`config.mk`:
```
export PLATFORM = sky130hd
export DESIGN_NAME = fft_reorder_pingpong_ctrl_flat
export DESIGN_NICKNAME = d
export VERILOG_FILES = /design/src/rtl/fft_reorder_pingpong_ctrl_if.sv /design/src/rtl/fft_reorder_pingpong_ctrl.sv /design/src/flat_wrapper.sv
export SDC_FILE = /design/constraint.sdc
export NUM_CORES = 1
export LEC_CHECK = 0
export ABC_AREA = 1
export BUFFER_PORTS_ARGS = -buffer_cell sky130_fd_sc_hd__buf_2
export CAP_MARGIN = 10
export CORE_UTILIZATION = 61
export CTS_BUF_LIST = sky130_fd_sc_hd__clkbuf_4
export CTS_CLUSTER_SIZE = 10
export DETAILED_ROUTE_END_ITERATION = 10
export PLACE_DENSITY = 0.94
export SETUP_SLACK_MARGIN = 0.5
export SYNTH_ARGS = -nofsm -noshare
export SYNTH_HDL_FRONTEND = slang
export SYNTH_SLANG_ARGS = --single-unit
export TNS_END_PERCENT = 1
```
`constraint.sdc`:
```
create_clock -name clk -period 4.55 [get_ports clk]
set_clock_uncertainty 0.2 [all_clocks]
set_input_delay 0.91 -clock clk [delete_from_list [all_inputs] [get_ports clk]]
set_output_delay 0.91 -clock clk [all_outputs]
set_load 0.05 [all_outputs]
```
`src/rtl/fft_reorder_pingpong_ctrl_if.sv`:
```
// Signal bundle between the FFT output stage, the two reorder RAM banks and the
// downstream consumer. The controller uses the master modport.
interface fft_reorder_pingpong_ctrl_if #(
  parameter int unsigned N = 6
) ();
  logic         en_fft;
  logic [N-1:0] cnt_fft;
  logic         ram0_we;
  logic [N-1:0] ram0_addr;
  logic         ram1_we;
  logic [N-1:0] ram1_addr;
  logic         out_bank;
  logic         out_valid;
  logic         out_ready;
  logic [N-1:0] out_idx;
  logic         frame_drop;
  logic         busy;

  modport master (
    input  en_fft, cnt_fft, out_ready,
    output ram0_we, ram0_addr, ram1_we, ram1_addr,
    output out_bank, out_valid, out_idx, frame_drop, busy
  );

  modport slave (
    output en_fft, cnt_fft, out_ready,
    input  ram0_we, ram0_addr, ram1_we, ram1_addr,
    input  out_bank, out_valid, out_idx, frame_drop, busy
  );
endinterface

```
`src/rtl/fft_reorder_pingpong_ctrl.sv`:
```
// Ping-pong controller for two single-port reorder banks: natural-order frames are
// written in, drained in bit-reversed address order; frame_drop pulses the cycle after a refused start.
module fft_reorder_pingpong_ctrl #(
  parameter int unsigned N = 6
) (
  input logic                        clk,
  input logic                        areset,
  fft_reorder_pingpong_ctrl_if.master bus
);

  typedef enum logic [1:0] {
    BANK_FREE,
    BANK_FILLING,
    BANK_FULL,
    BANK_DRAINING
  } bank_st_e;

  localparam logic [N-1:0] LAST = '1;

  bank_st_e     st_q [2];
  bank_st_e     st_d [2];
  logic [N-1:0] rd_addr_q [2];
  logic [N-1:0] rd_addr_d [2];
  logic         wr_bank_q, wr_bank_d, wr_active_q, wr_active_d;
  logic         rd_bank_q, rd_bank_d, rd_run_q, rd_run_d;
  logic [N-1:0] rd_cnt_q, rd_cnt_d;
  logic         out_valid_q, out_valid_d, out_bank_q, out_bank_d;
  logic [N-1:0] out_idx_q, out_idx_d;
  logic         frame_drop_q, frame_drop_d;

  logic         drain_end, start_req, start_ok, wr_en, drain_start, issue;
  logic [1:0]   free_now;
  logic [N-1:0] issue_cnt, issue_addr;
  logic         wr_sel0, wr_sel1;

  always_comb begin
    drain_end = out_valid_q & bus.out_ready & (out_idx_q == LAST);
    free_now = '0;
    free_now[out_bank_q] = drain_end;
    start_req = bus.en_fft & (bus.cnt_fft == '0) & ~wr_active_q;
    start_ok = start_req & ((st_q[wr_bank_q] == BANK_FREE) | free_now[wr_bank_q]);
    wr_en = areset & bus.en_fft & (wr_active_q | start_ok);
    // The issue engine moves on to the next FULL bank as soon as the last address of the
    // current one is issued; the bank itself is only freed once its last sample is accepted.
    drain_start = ~rd_run_q & (st_q[rd_bank_q] == BANK_FULL);
    issue = (rd_run_q | drain_start) & (~out_valid_q | bus.out_ready);
    issue_cnt = drain_start ? '0 : rd_cnt_q;
    issue_addr = '0;
    for (int unsigned i = 0; i < N; i++) issue_addr[N-1-i] = issue_cnt[i];
  end

  always_comb begin
    st_d[0] = st_q[0];
    st_d[1] = st_q[1];
    rd_addr_d[0] = rd_addr_q[0];
    rd_addr_d[1] = rd_addr_q[1];
    wr_bank_d = wr_bank_q;
    wr_active_d = wr_active_q;
    rd_bank_d = rd_bank_q;
    rd_run_d = rd_run_q;
    rd_cnt_d = rd_cnt_q;
    out_valid_d = out_valid_q;
    out_bank_d = out_bank_q;
    out_idx_d = out_idx_q;
    frame_drop_d = start_req & ~start_ok;

    if (drain_end) st_d[out_bank_q] = BANK_FREE;
    if (start_ok) begin
      st_d[wr_bank_q] = BANK_FILLING;
      wr_active_d = 1'b1;
    end
    if (wr_en && bus.cnt_fft == LAST) begin
      st_d[wr_bank_q] = BANK_FULL;
      wr_bank_d = ~wr_bank_q;
      wr_active_d = 1'b0;
    end

    if (drain_start) begin
      st_d[rd_bank_q] = BANK_DRAINING;
      rd_run_d = 1'b1;
      rd_cnt_d = '0;
    end
    if (issue) begin
      rd_cnt_d = issue_cnt + 1'b1;
      rd_addr_d[rd_bank_q] = issue_addr;
      out_valid_d = 1'b1;
      out_idx_d = issue_cnt;
      out_bank_d = rd_bank_q;
      if (issue_cnt == LAST) begin
        rd_run_d = 1'b0;
        rd_bank_d = ~rd_bank_q;
      end
    end else if (bus.out_ready) begin
      out_valid_d = 1'b0;
    end
  end

  always_ff @(posedge clk or negedge areset) begin
    if (!areset) begin
      st_q[0] <= BANK_FREE;
      st_q[1] <= BANK_FREE;
      rd_addr_q[0] <= '0;
      rd_addr_q[1] <= '0;
      wr_bank_q <= 1'b0;
      wr_active_q <= 1'b0;
      rd_bank_q <= 1'b0;
      rd_run_q <= 1'b0;
      rd_cnt_q <= '0;
      out_valid_q <= 1'b0;
      out_bank_q <= 1'b0;
      out_idx_q <= '0;
      frame_drop_q <= 1'b0;
    end else begin
      st_q[0] <= st_d[0];
      st_q[1] <= st_d[1];
      rd_addr_q[0] <= rd_addr_d[0];
      rd_addr_q[1] <= rd_addr_d[1];
      wr_bank_q <= wr_bank_d;
      wr_active_q <= wr_active_d;
      rd_bank_q <= rd_bank_d;
      rd_run_q <= rd_run_d;
      rd_cnt_q <= rd_cnt_d;
      out_valid_q <= out_valid_d;
      out_bank_q <= out_bank_d;
      out_idx_q <= out_idx_d;
      frame_drop_q <= frame_drop_d;
    end
  end

  // A bank not taking writes keeps its last read address so douta stays stable under stall.
  always_comb begin
    wr_sel0 = ~wr_bank_q & (wr_active_q | (st_q[0] == BANK_FREE) | start_ok);
    wr_sel1 = wr_bank_q & (wr_active_q | (st_q[1] == BANK_FREE) | start_ok);
    bus.ram0_we = wr_en & ~wr_bank_q;
    bus.ram1_we = wr_en & wr_bank_q;
    bus.ram0_addr = wr_sel0 ? bus.cnt_fft
                  : ((issue && !rd_bank_q) ? issue_addr : rd_addr_q[0]);
    bus.ram1_addr = wr_sel1 ? bus.cnt_fft
                  : ((issue && rd_bank_q) ? issue_addr : rd_addr_q[1]);
    bus.out_valid = out_valid_q;
    bus.out_bank = out_bank_q;
    bus.out_idx = out_idx_q;
    bus.frame_drop = frame_drop_q;
    bus.busy = (st_q[0] != BANK_FREE) | (st_q[1] != BANK_FREE);
  end

endmodule

```
`src/flat_wrapper.sv`:
```
// flat-port wrapper written by rule: the top's interface ports become plain ports
module fft_reorder_pingpong_ctrl_flat 
#(
  parameter int unsigned N = 6
)
  (clk, areset, bus_en_fft, bus_cnt_fft, bus_out_ready, bus_ram0_we, bus_ram0_addr, bus_ram1_we, bus_ram1_addr, bus_out_bank, bus_out_valid, bus_out_idx, bus_frame_drop, bus_busy);
  fft_reorder_pingpong_ctrl_if #(.N(N)) bus_i ();
  input logic clk;
  input logic areset;
  input wire logic [$bits(bus_i.en_fft)-1:0] bus_en_fft;
  input wire logic [$bits(bus_i.cnt_fft)-1:0] bus_cnt_fft;
  input wire logic [$bits(bus_i.out_ready)-1:0] bus_out_ready;
  output wire logic [$bits(bus_i.ram0_we)-1:0] bus_ram0_we;
  output wire logic [$bits(bus_i.ram0_addr)-1:0] bus_ram0_addr;
  output wire logic [$bits(bus_i.ram1_we)-1:0] bus_ram1_we;
  output wire logic [$bits(bus_i.ram1_addr)-1:0] bus_ram1_addr;
  output wire logic [$bits(bus_i.out_bank)-1:0] bus_out_bank;
  output wire logic [$bits(bus_i.out_valid)-1:0] bus_out_valid;
  output wire logic [$bits(bus_i.out_idx)-1:0] bus_out_idx;
  output wire logic [$bits(bus_i.frame_drop)-1:0] bus_frame_drop;
  output wire logic [$bits(bus_i.busy)-1:0] bus_busy;
  assign bus_i.en_fft = bus_en_fft;
  assign bus_i.cnt_fft = bus_cnt_fft;
  assign bus_i.out_ready = bus_out_ready;
  assign bus_ram0_we = bus_i.ram0_we;
  assign bus_ram0_addr = bus_i.ram0_addr;
  assign bus_ram1_we = bus_i.ram1_we;
  assign bus_ram1_addr = bus_i.ram1_addr;
  assign bus_out_bank = bus_i.out_bank;
  assign bus_out_valid = bus_i.out_valid;
  assign bus_out_idx = bus_i.out_idx;
  assign bus_frame_drop = bus_i.frame_drop;
  assign bus_busy = bus_i.busy;
  fft_reorder_pingpong_ctrl #(.N(N)) u_core (.clk(clk), .areset(areset), .bus(bus_i));
endmodule
```
== Yosys cells after proc, flatten, opt, wreduce, memory -nomap -nowiden ==
Cells that the tools add are included.

* RAM bits: 0
* Bits in read-only memories: 0
* Memories: 0
* Register bits: 35
* Output and inout port bits: 24
* Bits in latches: 0
* Word-level logic and storage cells: 122

* Shifts and indexed selects: 0
* $add $sub $neg: 1
* Bitwise logic cells: 42
* Multiplexer cells: 36
* $lt $le $gt $ge: 9
* $mul: 0
* Equality and inequality tests: 4
* Reduce and logical (&&, ||, !) cells: 17
* Div/mod/pow operators: 0

{| class="wikitable"
|+ Operator list
! kind !! count
|-
| 2-to-1 mux 6 bit || 7
|-
| equality test 6 bit (second input constant) || 3
|-
| 2-to-1 mux 2 bit || 9
|-
| 2-to-1 mux 4 bit || 4
|-
| AND 1 bit || 14
|-
| bitwise mux 12 bit || 1
|-
| 2-to-1 mux 1 bit || 10
|-
| OR 1 bit || 9
|-
| nonzero test 2 bit || 4
|-
| logical AND 1 bit || 7
|-
| adder 6 x 1 -> 6 bit (second input constant) || 1
|-
| AND 2 bit || 3
|-
| demux 2 bit (select 1 bit) || 3
|-
| demux 6 bit (select 1 bit) || 1
|-
| greater-or-equal comparator 2 bit (second input constant) || 3
|-
| zero test 2 bit || 3
|-
| zero test 6 bit || 1
|-
| less-than comparator 2 x 1 -> 1 bit (second input constant) || 3
|-
| inverter 1 bit || 6
|-
| inverter 1 -> 2 bit || 3
|-
| AND 4 bit || 1
|-
| less-than comparator 1 x 2 -> 1 bit (second input constant) || 2
|-
| inverter 2 bit || 2
|-
| inverter 4 bit || 1
|-
| other kinds (7) || 8
|}

== Longest topological paths before layout ==
* Depth after elaboration: 15
* Depth in mapped cells: 13

== Least setup slack after synthesis ==
OpenSTA, ideal clock, no wires.

* Path type: input to output
* Start point: in bus_out_ready
* End point: out bus_ram0_we
* Slack: 1.277 ns
* Data arrival time: 2.163 ns
* Path buffers: 0
* Stages on the path: 8
* Required time: 3.440 ns
* Cells stage by stage: nand2_1 nor2_1 nand3_1 nand2_1 nand2_1 nand2_1 nand2_1 nor2_1

* Cells in the longest elaborated chain, start to end: 10

{| class="wikitable"
|+ Ends and longest elaborated chain
! item !! line !! RTL
|-
| start: declaration || flat_wrapper.sv:12 || <nowiki>input wire logic [$bits(bus_i.out_ready)-1:0] bus_out_ready;</nowiki>
|-
| AND 1 bit (2 in series) || fft_reorder_pingpong_ctrl.sv:37 || <nowiki>drain_end = out_valid_q & bus.out_ready & (out_idx_q == LAST);</nowiki>
|-
| AND 2 bit (no line) || - ||
|-
| 2-to-1 mux 1 bit (not written as such) (2 in series) || fft_reorder_pingpong_ctrl.sv:41 || <nowiki>start_ok = start_req & ((st_q[wr_bank_q] == BANK_FREE) | free_now[wr_bank_q]);</nowiki>
|-
| OR 1 bit || fft_reorder_pingpong_ctrl.sv:41 ||
|-
| AND 1 bit || fft_reorder_pingpong_ctrl.sv:41 ||
|-
| OR 1 bit || fft_reorder_pingpong_ctrl.sv:42 || <nowiki>wr_en = areset & bus.en_fft & (wr_active_q | start_ok);</nowiki>
|-
| AND 1 bit || fft_reorder_pingpong_ctrl.sv:42 ||
|-
| AND 1 bit || fft_reorder_pingpong_ctrl.sv:134 || <nowiki>bus.ram0_we = wr_en & ~wr_bank_q;</nowiki>
|-
| end: declaration || flat_wrapper.sv:13 || <nowiki>output wire logic [$bits(bus_i.ram0_we)-1:0] bus_ram0_we;</nowiki>
|}

Every way passes these cells. The select of a mux whose other input is x is not followed.

== Final worst setup path ==
* Start point: reg u_core.wr_bank_q
* End point: out bus_ram0_addr[5]

* Cells in the longest elaborated chain, start to end: 10

{| class="wikitable"
|+ Ends and longest elaborated chain
! item !! line !! RTL
|-
| start: declaration || fft_reorder_pingpong_ctrl.sv:24 || <nowiki>logic wr_bank_q, wr_bank_d, wr_active_q, wr_active_d;</nowiki>
|-
| start signal: assignment || fft_reorder_pingpong_ctrl.sv:118 || <nowiki>wr_bank_q <= wr_bank_d;</nowiki>
|-
| inverter 1 -> 2 bit (not written as such) || fft_reorder_pingpong_ctrl.sv:41 ||
|-
| 2-to-1 mux 2 bit (not written as such) (3 in series) || fft_reorder_pingpong_ctrl.sv:41 ||
|-
| zero test 2 bit || fft_reorder_pingpong_ctrl.sv:41 ||
|-
| OR 1 bit || fft_reorder_pingpong_ctrl.sv:41 ||
|-
| AND 1 bit || fft_reorder_pingpong_ctrl.sv:41 ||
|-
| OR 1 bit || fft_reorder_pingpong_ctrl.sv:132 || <nowiki>wr_sel0 = ~wr_bank_q & (wr_active_q | (st_q[0] == BANK_FREE) | start_ok);</nowiki>
|-
| AND 1 bit (*) || fft_reorder_pingpong_ctrl.sv:132 ||
|-
| 2-to-1 mux 6 bit (*) || fft_reorder_pingpong_ctrl.sv:136 || <nowiki>bus.ram0_addr = wr_sel0 ? bus.cnt_fft</nowiki>
|-
| end: declaration || flat_wrapper.sv:14 || <nowiki>output wire logic [$bits(bus_i.ram0_addr)-1:0] bus_ram0_addr;</nowiki>
|}

Every way passes the cells marked *; elsewhere a longest branch is shown, timed or not. The select of a mux whose other input is x is not followed.

==> out/results.txt <==
Status: finished clean
Syn_nets: 247
Slew at the pin closest to its max-slew limit: 0.4988 ns
Post-cts resize count: 0
Max-slew violations: 0
# fillers: 196
CTS max path bufs: 2
Origin of the critical flop-to-flop path: u_core.rd_bank_q$_DFFE_PN0P_
CTS tree: yes
Fin Setup TNS: 0 ns
Most common cell after layout, fill and taps aside: nand2_1
WL/cell: 13.03 um
Hold Vio Cnt, Final: 0
Pwr dens: 812.5 nW/um^2
Part of the power in registers: 30.8%
Leading area contributor after synthesis: dfrtp_1
Dpl cells: 296
Register area share after synthesis: 48.75%
Initial core utilization: 64.60%
Commonest cells after routing, fill and taps aside: 88 x nand2_1, 35 x dfrtp_1, 33 x buf_2, 26 x nand3_1, 21 x inv_1
Avg Cell Area, Syn: 7.613 sq um
I/O pin count: 34
Fin crit period: 3.681 ns
CTS sink cnt: 35
Multi-input gate area: 803.3 sq um
Nets: 283
CP Depth: 10
Via-to-Cell Ratio: 5.526
Critical Path End Type: output pin
Finish-stage setup viols: 0
Area Overhead vs Synth: 15.67%
Clock Latency Late Sink: 0.35 ns
WL met1: 1686 um
Root Buffer: clkbuf_4
Hold Path Depth: 2
Tcrit/Tclk final: 80.90%
Gr ovfl total: 0
Post-synth top area share: 48.75%
Layout Cells excl Fill: 304
Largest net degree at the start of global routing: 36
Rows: 19
F_max: 0.2717 GHz
CP required: 3.44 ns
Top cells by area, synth: dfrtp_1 49%, nand2_1 18%, nand3_1 7.2%
Pint: 0.0008270 W
Hold Path Class: reg -> reg
DR top layer: met4
Static leakage: 1.122 nW
CP delay by family, top: simple AND/OR/NAND/NOR gates
Worst Path Buf+Inv: 2
Unrepaired setup endpoints after global routing: false
CP Max Fanout: 13
IO Port Bufs: 33
Max IR drop VDD: 709.7 uV
Worst-path cell chain: inv_1 > nand2_1 > nand2_1 > nand2_1 > nand2_1 > nand3_1 > nand2_2 > nand2_1 > nand2_1 > buf_2
Critical path class: reg -> out
Vias in the first global route: 1517
Clock Power Share: 16.5%
DRT Pass-1 Iters: 5
Initial antenna violation count: 0
Die Area: 3166 sq um
Total Wirelength: 3960 um
# Max-Cap Violations: 0
Switching Fraction: 51.02%
Cts hold-fix bufs: 0
DP HPWL: 2906 um
CP startpoint kind: flop
Number of buffers created by CTS: 5
Die Y-Extent: 56.27 um
RD Place Congestion: 0.8618
Combinational fraction of design power: 52.7%
Slew headroom: 66.66%
Reg2Reg Depth: 13
Cells after Synth: 236
Syn Std Cell Area: 1797 sq um
Die Wd: 56.27 um
CP max stage delay: 0.56 ns
H-tree depth reported by CTS: 2
Clock slew at reported path FFs: 0.11 ns
First-pass GRT wire length: 6748 um
Most frequent cell on the critical path: nand2_1
Share of cells above drive strength 1: 19.78%
Critical path's slowest cell: dfrtp_1
Total number of vias: 1680
Yosys warns: 0
DR iter-0 viols: 106
Setup bufs post-CTS: 0
GRT Util Overall: 28.15%
FF+latch area: 875.8 sq um
Netlist cell types: 23
Post-route ant nets: 0
Hold_sp: u_core.rd_addr_q[7]$_DFFE_PN0P_
Psw: 0.0008615 W
DRC violations left: 0
Met3 wire len: 296 um
Crit path DAT: 2.57 ns
Setup crit start: u_core.wr_bank_q$_DFFE_PN0N_
Core region area: 2781 sq um
WL met2: 1862 um
Antenna fix cells: 0
Register bit count reported by yosys: 35
## cells by family (layout without fill, tap and decap cells)
group	Yosys count	in the layout	share of synthesized area (%)
xor gates and xnor gates	4	4	1.950
AOI/OAI and AO/OA	28	28	8.774
and+or+nand+nor	141	141	33.29
buffers and inverters	27	64	6.546
adders and majority gates	1	1	0.6963
DFF	35	35	48.75
## worst min-delay path, delay by kind of cell (launching register included)
kind / cells / cell delay [ns]
AND/OR/NAND/NOR: 1 / 0.06
AO/OA/AOI/OAI: 1 / 0.06
flip-flops: 1 / 0.34
## registers in the layout, summed over array words and instances (netlist names)
name                   flops
u_core.rd_addr_q          12
u_core.rd_cnt_q            6
u_core.rd_bank_q           1
u_core.bus.out_valid       1
u_core.wr_active_q         1
u_core.bus.out_idx         6
u_core.wr_bank_q           1
u_core.bus.frame_drop      1
u_core.rd_run_q            1
u_core.bus.out_bank        1
u_core.st_q                4
## cell usage after synthesis, drive strengths merged
cell,number
nand3b,2
buf,3
dfrtp,35
nor3,3
a21oi,2
nand3,26
o21ai,25
clkbuf,2
o211ai,1
inv,22
nor2,12
or2,3
ha,1
xnor2,1
nand2,93
xor2,3
nand4,2
## area by class of cell
type                       instances  area share, %
inverter                          22          3.974
clock inverter                     3          3.251
multi-input combinational        174          38.65
timing repair buffer              34          8.308
clock buffer                       5          1.806
tap                               31          1.866
sequential                        35          42.14
## power groups by stage
stage	Clock [W]	Combinational [W]	Sequential, W
floorplan	0	0.000599	0.000623
CTS	0.000284	0.000885	0.000521
global placement	0	0.000864	0.000521
global route	0.000296	0.000966	0.000535
detailed placement	0	0.000881	0.000527
finish	0.000278	0.000889	0.000521
## per-stage QoR
| step | utilization (%) | power (W) | worst slack (ns) | hold WS [ns] | cell area, sq um |
|---|---|---|---|---|---|
| floorplan | - | 0.001222 | 1.277 | 0.2434 | 1797 |
| global placement | 70.94 | 0.001385 | 1.110 | 0.2587 | 1973 |
| detailed placement | 70.94 | 0.001407 | 1.075 | 0.2755 | 1973 |
| CTS | 74.72 | 0.001690 | 0.8959 | 0.3003 | 2078 |
| global route | 74.72 | 0.001797 | 0.6749 | 0.3212 | 2078 |
| finish | 74.72 | 0.001689 | 0.8690 | 0.2929 | 2078 |
## routing by layer
metal  track usage, %  vias to the layer above
li1                 -                      828
met1            38.24                      760
met2            41.67                       80
met3            6.682                       12
met4            15.68                        0
met5                0                        -
## final timing paths
check / end / slack (ns)
worst min-delay path: u_core.rd_addr_q[7]$_DFFE_PN0P_ / 0.29
worst min register to register: u_core.rd_addr_q[7]$_DFFE_PN0P_ / 0.29
worst max-delay path: bus_ram0_addr[5] / 0.87
worst max register to register: u_core.rd_bank_q$_DFFE_PN0P_ / 2.40
min in group asynchronous: u_core.rd_addr_q[7]$_DFFE_PN0P_ / 0.43
max in group asynchronous: u_core.st_q[1]$_DFF_PN0_ / 3.41
No activity file was read; power rests on OpenSTA's default activity.
